==> src/rtl/otter_pkg.sv <==
// otter_pkg: shared types and constants for the OTTER fetch stage.
//   fetch_state_t : fetch FSM states
//   fetch_entry_t : one queued instruction word with its address
package otter_pkg;
    localparam int              ILEN         = 32;
    localparam logic [ILEN-1:0] RESET_VECTOR = 32'h0000_0000;

    typedef enum logic [1:0] {BOOT, FETCH, FLUSH} fetch_state_t;

    typedef struct packed {
        logic [ILEN-1:0] ir;
        logic [ILEN-1:0] pc;
    } fetch_entry_t;
endpackage

==> src/rtl/otter_fetch_fifo.sv <==
// otter_fetch_fifo: small in-order queue with synchronous clear.
//   i_clk, i_rst_n : clock, async active-low reset
//   i_clr          : empty the queue (wins over push/pop)
//   i_push, i_din  : write one entry
//   i_pop          : drop the head entry
//   o_dout         : head entry (storage resets to zero, so it reads 0 after reset)
//   o_count        : number of valid entries
module otter_fetch_fifo #(
    parameter int WIDTH = 64,
    parameter int DEPTH = 2
)(
    input  logic                         i_clk,
    input  logic                         i_rst_n,
    input  logic                         i_clr,
    input  logic                         i_push,
    input  logic                         i_pop,
    input  logic [WIDTH-1:0]             i_din,
    output logic [WIDTH-1:0]             o_dout,
    output logic [$clog2(DEPTH+1)-1:0]   o_count
);
    localparam int PW = (DEPTH > 1) ? $clog2(DEPTH) : 1;
    localparam int CW = $clog2(DEPTH+1);

    logic [DEPTH-1:0][WIDTH-1:0] r_mem;
    logic [PW-1:0]               r_wr;
    logic [PW-1:0]               r_rd;
    logic [CW-1:0]               r_count;

    // pointers wrap explicitly so non-power-of-two depths work
    function automatic logic [PW-1:0] ptr_inc(input logic [PW-1:0] p);
        return (p == PW'(DEPTH-1)) ? '0 : p + 1'b1;
    endfunction

    always_ff @(posedge i_clk or negedge i_rst_n) begin
        if (!i_rst_n) begin
            r_mem   <= '0;
            r_wr    <= '0;
            r_rd    <= '0;
            r_count <= '0;
        end else if (i_clr) begin
            r_wr    <= '0;
            r_rd    <= '0;
            r_count <= '0;
        end else begin
            if (i_push) begin
                r_mem[r_wr] <= i_din;
                r_wr        <= ptr_inc(r_wr);
            end
            if (i_pop)
                r_rd <= ptr_inc(r_rd);
            r_count <= r_count + CW'(i_push) - CW'(i_pop);
        end
    end

    assign o_dout  = r_mem[r_rd];
    assign o_count = r_count;
endmodule

==> src/rtl/otter_fetch.sv <==
// otter_fetch: OTTER instruction fetch stage.
// Owns the PC, issues word reads over req/gnt/rvalid, queues returned words
// in order and hands them to decode with a valid/ready handshake.
//   i_clk, i_rst_n                : clock, async active-low reset
//   i_redirect_valid/_pc          : taken branch/jump/trap; flush and refetch
//   o_imem_req/_addr, i_imem_gnt  : read request channel
//   i_imem_rvalid/_rdata          : in-order read response channel
//   o_ir_valid, i_ir_ready        : decode handshake
//   o_ir, o_ir_pc, o_imm_field    : head instruction, its address, ir[31:7]
module otter_fetch
    import otter_pkg::*;
#(
    parameter logic [31:0] RESET_PC = RESET_VECTOR,
    parameter int          DEPTH    = 2
)(
    input  logic        i_clk,
    input  logic        i_rst_n,
    input  logic        i_redirect_valid,
    input  logic [31:0] i_redirect_pc,
    output logic        o_imem_req,
    output logic [31:0] o_imem_addr,
    input  logic        i_imem_gnt,
    input  logic        i_imem_rvalid,
    input  logic [31:0] i_imem_rdata,
    output logic        o_ir_valid,
    input  logic        i_ir_ready,
    output logic [31:0] o_ir,
    output logic [31:0] o_ir_pc,
    output logic [24:0] o_imm_field
);
    localparam int CW = $clog2(DEPTH+1);

    fetch_state_t r_state, w_state_nxt;
    logic [31:0]  r_pc;
    logic [31:0]  r_rsp_pc;     // address belonging to the next kept response
    logic [CW-1:0] r_out;       // granted, not yet returned
    logic [CW-1:0] r_drop;      // returned data still to be discarded
    logic         r_ir_valid;

    logic          w_redir, w_rv, w_pop, w_req, w_gnt;
    logic          w_push, w_fpop;
    logic [CW-1:0] w_count, w_out_nxt, w_cnt_nxt;
    logic [CW:0]   w_used, w_limit;
    fetch_entry_t  w_head;

    assign w_redir = i_redirect_valid && (r_state != BOOT);
    // an rvalid with nothing outstanding is illegal and ignored
    assign w_rv    = i_imem_rvalid && (r_out != '0);
    assign w_pop   = r_ir_valid && i_ir_ready;

    // Counting this cycle's pop lets a new request go out while the queue is
    // full-but-draining, which is what gives one instruction per cycle.
    assign w_used  = {1'b0, r_out} + {1'b0, w_count};
    assign w_limit = (CW+1)'(DEPTH) + (CW+1)'(w_pop);
    assign w_req   = (r_state == FETCH) && (w_used < w_limit);
    assign w_gnt   = w_req && i_imem_gnt;

    assign w_out_nxt = r_out + CW'(w_gnt) - CW'(w_rv);
    assign w_push    = w_rv && (r_state == FETCH) && !w_redir;
    assign w_fpop    = w_pop && !w_redir;
    assign w_cnt_nxt = w_count + CW'(w_push) - CW'(w_fpop);

    always_comb begin
        w_state_nxt = r_state;
        case (r_state)
            BOOT:  w_state_nxt = FETCH;
            FETCH: if (w_redir) w_state_nxt = (w_out_nxt != '0) ? FLUSH : FETCH;
            FLUSH: begin
                if (w_redir)
                    w_state_nxt = (w_out_nxt != '0) ? FLUSH : FETCH;
                else if (w_rv && (r_drop == CW'(1)))
                    w_state_nxt = FETCH;
            end
            default: w_state_nxt = BOOT;
        endcase
    end

    always_ff @(posedge i_clk or negedge i_rst_n) begin
        if (!i_rst_n) r_state <= BOOT;
        else          r_state <= w_state_nxt;
    end

    always_ff @(posedge i_clk or negedge i_rst_n) begin
        if (!i_rst_n) begin
            r_pc       <= RESET_PC;
            r_rsp_pc   <= RESET_PC;
            r_out      <= '0;
            r_drop     <= '0;
            r_ir_valid <= 1'b0;
        end else begin
            r_out <= w_out_nxt;
            if (w_redir) begin
                // everything in flight, including a same-cycle grant, is stale
                r_pc       <= i_redirect_pc & ~32'h3;
                r_rsp_pc   <= i_redirect_pc & ~32'h3;
                r_drop     <= w_out_nxt;
                r_ir_valid <= 1'b0;
            end else begin
                if (w_gnt)  r_pc     <= r_pc + 32'd4;
                if (w_push) r_rsp_pc <= r_rsp_pc + 32'd4;
                if ((r_state == FLUSH) && w_rv) r_drop <= r_drop - 1'b1;
                r_ir_valid <= (w_cnt_nxt != '0);
            end
        end
    end

    otter_fetch_fifo #(.WIDTH($bits(fetch_entry_t)), .DEPTH(DEPTH)) u_fifo (
        .i_clk   (i_clk),
        .i_rst_n (i_rst_n),
        .i_clr   (w_redir),
        .i_push  (w_push),
        .i_pop   (w_fpop),
        .i_din   ({i_imem_rdata, r_rsp_pc}),
        .o_dout  (w_head),
        .o_count (w_count)
    );

    assign o_imem_req  = w_req;
    assign o_imem_addr = r_pc;
    assign o_ir_valid  = r_ir_valid;
    assign o_ir        = w_head.ir;
    assign o_ir_pc     = w_head.pc;
    assign o_imm_field = w_head.ir[31:7];

    a_rvalid_outstanding: assert property (@(posedge i_clk) disable iff (!i_rst_n)
        !(i_imem_rvalid && (r_out == '0)));
endmodule

==> config.mk <==
export PLATFORM = sky130hd
export DESIGN_NAME = otter_fetch
export DESIGN_NICKNAME = d
export VERILOG_FILES = /design/src/rtl/otter_pkg.sv /design/src/rtl/otter_fetch_fifo.sv /design/src/rtl/otter_fetch.sv
export SDC_FILE = /design/constraint.sdc
export NUM_CORES = 1
export LEC_CHECK = 0
export CORE_ASPECT_RATIO = 1.75
export CORE_MARGIN = 2
export CORE_UTILIZATION = 56
export DETAILED_ROUTE_END_ITERATION = 10
export DONT_BUFFER_PORTS = 1
export HOLD_SLACK_MARGIN = 0.1
export PLACE_DENSITY_LB_ADDON = 0.3
export SLEW_MARGIN = 20
export SYNTH_ARGS = -nofsm -noshare
export SYNTH_HDL_FRONTEND = slang
export SYNTH_SLANG_ARGS = --single-unit
==> constraint.sdc <==
create_clock -name i_clk -period 3.38 [get_ports i_clk]
set_clock_uncertainty 0.15 [all_clocks]
set_input_delay 0.676 -clock i_clk [delete_from_list [all_inputs] [get_ports i_clk]]
set_output_delay 0.676 -clock i_clk [all_outputs]
set_load 0.03 [all_outputs]
==> results.yml, run 1 <==
run_status:
  status: "finished with violations"
  violations: "hold timing"
drt:
  viasPerCell: 6.22
  wl_um: 21700
  drtIter0Drc: 281
  drc: 0
  postRouteAntennaNets: 0
  vias: 6322
  wl_per_cell_um: 21.3
  drt_pass1_iterations: 5
clocking:
  cts_buffer_depth: 2
  worstSkewPairLatency_ns: 0.43
  cts_sinks: 195
  root_buffer: "clkbuf_16"
  htree_levels: 4
  cts_buffers: 17
  cts_tree: "done"
  path_clk_slew_ns: 0.07
critical_path:
  crit_path_start_kind: "register"
  worstPathRequired_ns: 3.55
  arrival_ns: 3.39
  critical_path_class: "reg -> reg"
  cp_max_fo: 3
  worstSetupEndpointType: "register"
pwr:
  seqPwrFrac_pct: 41.0
  combPwrFrac_pct: 41.3
  clockPowerShare_pct: 17.7
  p_leak_nw: 4.35
  switchingPower_w: 0.00516
  p_int_w: 0.00635
  netSwitchingFraction_pct: 44.8
  ir_drop_mv: 0.710
  power.density_mw_per_mm2: 1120
  total_power_w: 0.0115
floorplan:
  rows: 63
  start_util_pct: 56.7
  die_area_mm2: 0.0181
  io_pins: 193
  fp.coreArea_mm2: 0.0168
  die_y_um: 177
  die_w_um: 103
global_routing:
  grtUsageMet1_pct: 26.7
  grt_max_degree: 196
  overflow: 0
  grt_pass1_wl_um: 34300
  use_met3_pct: 5.30
  antenna_found_initial: 0
  grt_util_all_layers_pct: 24.5
  grtUsageMet2_pct: 43.7
  busiest_layer: "met2"
  grt_pass1_vias: 6643
yosys:
  yosysWarnings: 0
  syn_area_mm2: 0.00953
  ys_types: 58
  synth_edf_count: 0
  yosys.area.top_type_share_pct: 51.2
  async_reset_ff_share_pct: 100
  synthTopCellsByArea: "dfrtp_1 51%, mux2_2 21%, xor2_1 2.3%, buf_4 2.3%, nand2_1 1.8%"
  synth_commonest_cells: "195 x dfrtp_1, 181 x mux2_2, 45 x nand2_1"
  synthesis.instances: 800
  ys_ff_latch: 195
  yosysMostFrequentCell: "dfrtp_1"
  avgSynthCellArea_um2: 11.9
  synth_top_flop_cell: "dfrtp_1"
  synth_top_area_cell: "dfrtp_1"
  yosysSeqAreaShare_pct: 51.2
sta:
  finalHoldViolations: 195
  worst_pin_slew_ns: 0.707
  fin_crit_ns: 3.22
  slew_headroom_pct: 52.7
  final.setup.tns_ns: 0
  setup_ws_ns: 0.156
  rsz0062_at_grt: "false"
  timing.hold.ws_ns: -0.200
  max_freq_mhz: 310
  setup_viol: 0
  maxSlewViolCount: 0
  post-route-period-util_pct: 95.4
run:
  max_cap_violations: 0
placement:
  dp_hpwl_um: 15200
  io_buffers: 0
  gp_congestion: 0.893
  dp_slack_ns: 0.0774
  dp_cells: 982
hold_path:
  hp-class: "in -> async"
finish:
  final_net_count: 856
  post_route_cells_drive_above_1_share_pct: 32.5
  insertedDiodeCount: 0
  layout.cells.non_filler: 1017
  fillers: 1374
  syn2layout_area_growth_pct: 8.02
cells in the final DEF, fill, tap and decap left out, drive strengths merged, types with 4 or more instances in the layout:
master | netlist | routed
a211oi | 8 | 8
a21o | 4 | 4
a21oi | 29 | 29
a31oi | 10 | 10
and2 | 6 | 6
and3 | 10 | 10
buf | 50 | 22
clkbuf | 17 | 18
conb | 1 | 4
dfrtp | 195 | 195
ha | 8 | 8
inv | 12 | 19
mux2 | 186 | 186
nand2 | 45 | 45
nand2b | 4 | 4
nand3 | 25 | 25
nand4 | 24 | 24
nor2 | 38 | 38
nor2b | 4 | 4
nor3 | 12 | 12
nor4 | 5 | 5
o211ai | 10 | 10
o21ai | 26 | 26
o22ai | 4 | 4
o311ai | 4 | 4
or3 | 4 | 4
xnor2 | 8 | 8
xor2 | 25 | 25
final cells by class:
cell class	instances	area (um^2)	area share [%]
multi-input cells	529	4270	41.5
flip-flops and latches	195	4880	47.4
clock inverters	14	166	1.62
well taps	227	284	2.76
repair buffers	22	215	2.09
clock buffers	18	429	4.17
inverters	12	45.0	0.438
stage by stage:
step                utilization [%]  hold WS [ns]  cell area, um^2
floorplan                         -         0.230             9540
global placement               57.5         0.238             9660
detailed placement             57.5         0.236             9660
CTS                            61.1        -0.227            10300
global route                   61.3        -0.222            10300
finish                         61.3        -0.200            10300
critical path, cell delays in order, from the launching register on:
cell and delay, ns:
dfrtp_1 0.39, ha_2 0.20, fa_2 0.49, a211oi_4 0.28, inv_2 0.06, ha_1 0.26, inv_1 0.05, ha_1 0.14
xor3_1 0.26, or2_4 0.25, a21o_1 0.19, nor2b_1 0.13, mux2_2 0.26
worst paths after layout:
kind / from / end / slack, ns / depth (start not counted)
max: r_out[0] / r_state[1] / 0.16 / 12
min: i_rst_n / u_fifo.r_mem[91] / -0.20 / 0
max reg2reg: r_out[0] / r_state[1] / 0.16 / 12
min reg2reg: u_fifo.r_mem[58] / u_fifo.r_mem[58] / 0.33 / 1
max in group asynchronous: i_rst_n / u_fifo.r_rd / 3.00 / 0
min in group i_clk: i_imem_rdata[29] / u_fifo.r_mem[61] / 0.23 / 1
cells by family (layout without fill, tap and decap cells):
| kind of cell | after synthesis | after routing | synth area share [%] |
|---|---|---|---|
| compound gates | 107 | 107 | 7.17 |
| xor+xnor | 34 | 34 | 3.28 |
| fa+ha+maj | 9 | 9 | 1.26 |
| buf+inv | 79 | 66 | 4.45 |
| flops | 195 | 195 | 51.2 |
| mux | 187 | 187 | 22.1 |
| other cells | 1 | 4 | 0.0394 |
| simple gates | 188 | 188 | 10.5 |
what timing repair did:
item                                    4_1_cts  5_1_grt
gates resized for setup                       0        4
endpoints found under the hold margin       195      195
endpoints found under the setup margin        0        1
setup buffers                                 0        3
state kept, by name (all words and copies together) (netlist names):
signal and count:
o_ir_valid 1, r_drop 2, u_fifo.r_wr 1, u_fifo.r_rd 1, u_fifo.r_mem 124, r_rsp_pc 30, r_state 2, o_imem_addr 30
r_out 2, u_fifo.o_count 2
power groups by stage:
stage / clock network, W / registers, W / logic, W
3_5_place_dp: 0 / 0.00476 / 0.00469
6_report: 0.00203 / 0.00472 / 0.00475
5_1_grt: 0.00217 / 0.00487 / 0.00511
2_1_floorplan: 0 / 0.00440 / 0.00428
4_1_cts: 0.00208 / 0.00471 / 0.00472
3_3_place_gp: 0 / 0.00465 / 0.00456
layer usage:
metal	part of all wire, %	vias to the layer above
met5	0	-
met4	4.6	0
met3	4.8	67
met2	55	217
met1	36	3229
li1	-	2809
Note: power is estimated with default switching activity, not from simulation.
==> run 2: changes to the inputs <==
CORE_UTILIZATION = 60   (was 56)
RECOVER_POWER = 100   (was default)
clock period = 3 ns   (was 3.38 ns; I/O delays follow)
==> run 2 against run 1 <==
Compared with the run above:
- the run ends with hold timing, capacitance limit, slew limit, setup timing left
- largest cell class unchanged
- sequential power rose by 6.8%
- core utilization rose by 4.7 points
- largest power group unchanged
- critical endpoint unchanged
- clock-buffer cell count did not move
==> results.yml, run 2 (synthesis gave the netlist of run 1 again) <==
floorplan:
  io_pins: 193
  rows: 61
  die_area_mm2: 0.0169
  fp.coreArea_mm2: 0.0157
  die_y_um: 171
  start_util_pct: 60.6
  die_w_um: 99.3
drt:
  drtIter0Drc: 354
  drt_pass1_iterations: 5
  wl_per_cell_um: 21.9
  drc: 0
  wl_um: 22000
  vias: 6447
  viasPerCell: 6.43
  postRouteAntennaNets: 0
global_routing:
  grt_pass1_wl_um: 34700
  overflow: 0
  grt_max_degree: 196
  antenna_found_initial: 0
  grt_pass1_vias: 6664
  grt_util_all_layers_pct: 26.3
sta:
  max_freq_mhz: 325
  finalHoldViolations: 195
  setup_ws_ns: -0.0773
  slew_headroom_pct: -1.58
  fin_crit_ns: 3.08
  worst_pin_slew_ns: 1.52
  final.setup.tns_ns: -0.0773
  timing.hold.ws_ns: -0.294
  setup_viol: 1
  post-route-period-util_pct: 103
  maxSlewViolCount: 36
  rsz0062_at_grt: "true"
critical_path:
  arrival_ns: 3.25
  cp_max_fo: 2
  critical_path.slowest_cell: "dfrtp_1"
  crit_path_start_kind: "register"
  critical_path_class: "reg -> reg"
  worstSetupEndpointType: "register"
  cpPeakStageDelay_ns: 0.38
  path_buf_inv: 2
  critical_path.top_delay_family: "adder cells"
  path_cells: "ha_2 -> fa_2 -> nand2b_4 -> a211oi_4 -> inv_2 -> ha_4 -> inv_2 -> ha_4 -> xor3_1 -> or2_4 -> a21o_1 -> nor2b_1 -> mux2_4"
  worstPathRequired_ns: 3.17
  r2r_slack_ns: -0.08
placement:
  gp_congestion: 0.894
  dp_hpwl_um: 15400
  dpl_cell_area_mm2: 0.00979
  dp_slack_ns: -0.138
  io_buffers: 0
  dp_cells: 963
run_status:
  status: "finished with violations"
  violations: "hold timing, capacitance limit, slew limit, setup timing"
finish:
  final_cell_mix: "194 x dfrtp_1, 180 x mux2_2, 44 x nand2_1, 37 x nor2_1, 29 x a21oi_1"
  insertedDiodeCount: 0
  final_area_mm2: 0.0104
  final_net_count: 879
  syn2layout_area_growth_pct: 8.93
  post_route_cells_drive_above_1_share_pct: 32.8
  largest-register: "u_fifo.r_mem"
  layout.cells.non_filler: 1002
  largest_reg_flops: 124
  final_common_cell: "dfrtp_1"
pwr:
  power.density_mw_per_mm2: 1270
  p_leak_nw: 4.39
  total_power_w: 0.0131
  ir_drop_mv: 0.908
clocking:
  cts_buffers: 17
  htree_levels: 4
  cts_buffer_depth: 2
  worstSkewPairLatency_ns: 0.43
  cts_sinks: 195
  cts_tree: "done"
  root_buffer: "clkbuf_16"
  path_clk_slew_ns: 0.07
hold_path:
  hp-class: "in -> async"
run:
  max_cap_violations: 1
==> run 2: layout make-up <==
type,instances,area (um^2)
Sequential cell,195,4880
Multi-Input combinational cell,529,4300
Fill cell,1225,5340
Tap cell,189,236
Clock buffer,18,429
Timing Repair Buffer,45,340
Clock inverter,14,146
Inverter,12,45.0
==> run 2: metal layers <==
metal  vias to the layer above  part of all wire [%]  track usage, %
met5                         -                     0               0
met4                         0                   5.0            14.1
met3                        64                   4.9            5.47
met2                       218                    55            46.9
met1                      3308                    35            29.0
li1                       2857                     -               -
==> run 2: worst reg2reg max path, stage by stage, from the launching register on <==
cell,delay [ns]
dfrtp_1,0.38
ha_2,0.19
fa_2,0.35
nand2b_4,0.17
a211oi_4,0.18
inv_2,0.08
ha_4,0.27
inv_2,0.04
ha_4,0.15
xor3_1,0.20
or2_4,0.27
a21o_1,0.17
nor2b_1,0.13
mux2_4,0.25
==> run 2: worst paths after layout <==
path,start,endpoint,depth (start not counted)
worst max register to register,r_out[0],r_state[1],13
min in group i_clk,i_imem_rdata[25],u_fifo.r_mem[57],1
worst min-delay path,i_rst_n,o_imem_addr[29],0
max in group asynchronous,i_rst_n,u_fifo.r_mem[59],0
worst min register to register,u_fifo.r_mem[57],u_fifo.r_mem[57],1
worst max-delay path,r_out[0],r_state[1],13
==> run 2: through the flow <==
step           util, %  hold slack (ns)
6_report          66.0           -0.294
2_1_floorplan        -            0.154
3_3_place_gp      62.3            0.161
3_5_place_dp      62.3            0.162
4_1_cts           66.3           -0.298
5_1_grt           66.0           -0.312
==> run 2: repair_timing <==
action                                  4_1_cts  5_1_grt
endpoints found under the hold margin       195      195
pin swaps                                     7        1
gates resized for setup                       4        0
setup buffers                                 6        1
endpoints found under the setup margin        1        2
==> run 2: report_power, final <==
group	internal (W)	total, W	leakage (nW)	switching (W)
combinational	0.00216	0.00586	1.74	0.00370
clock	0.00117	0.00223	0.268	0.00106
sequential	0.00387	0.00504	2.38	0.00117
total	0.00721	0.0131	4.39	0.00593
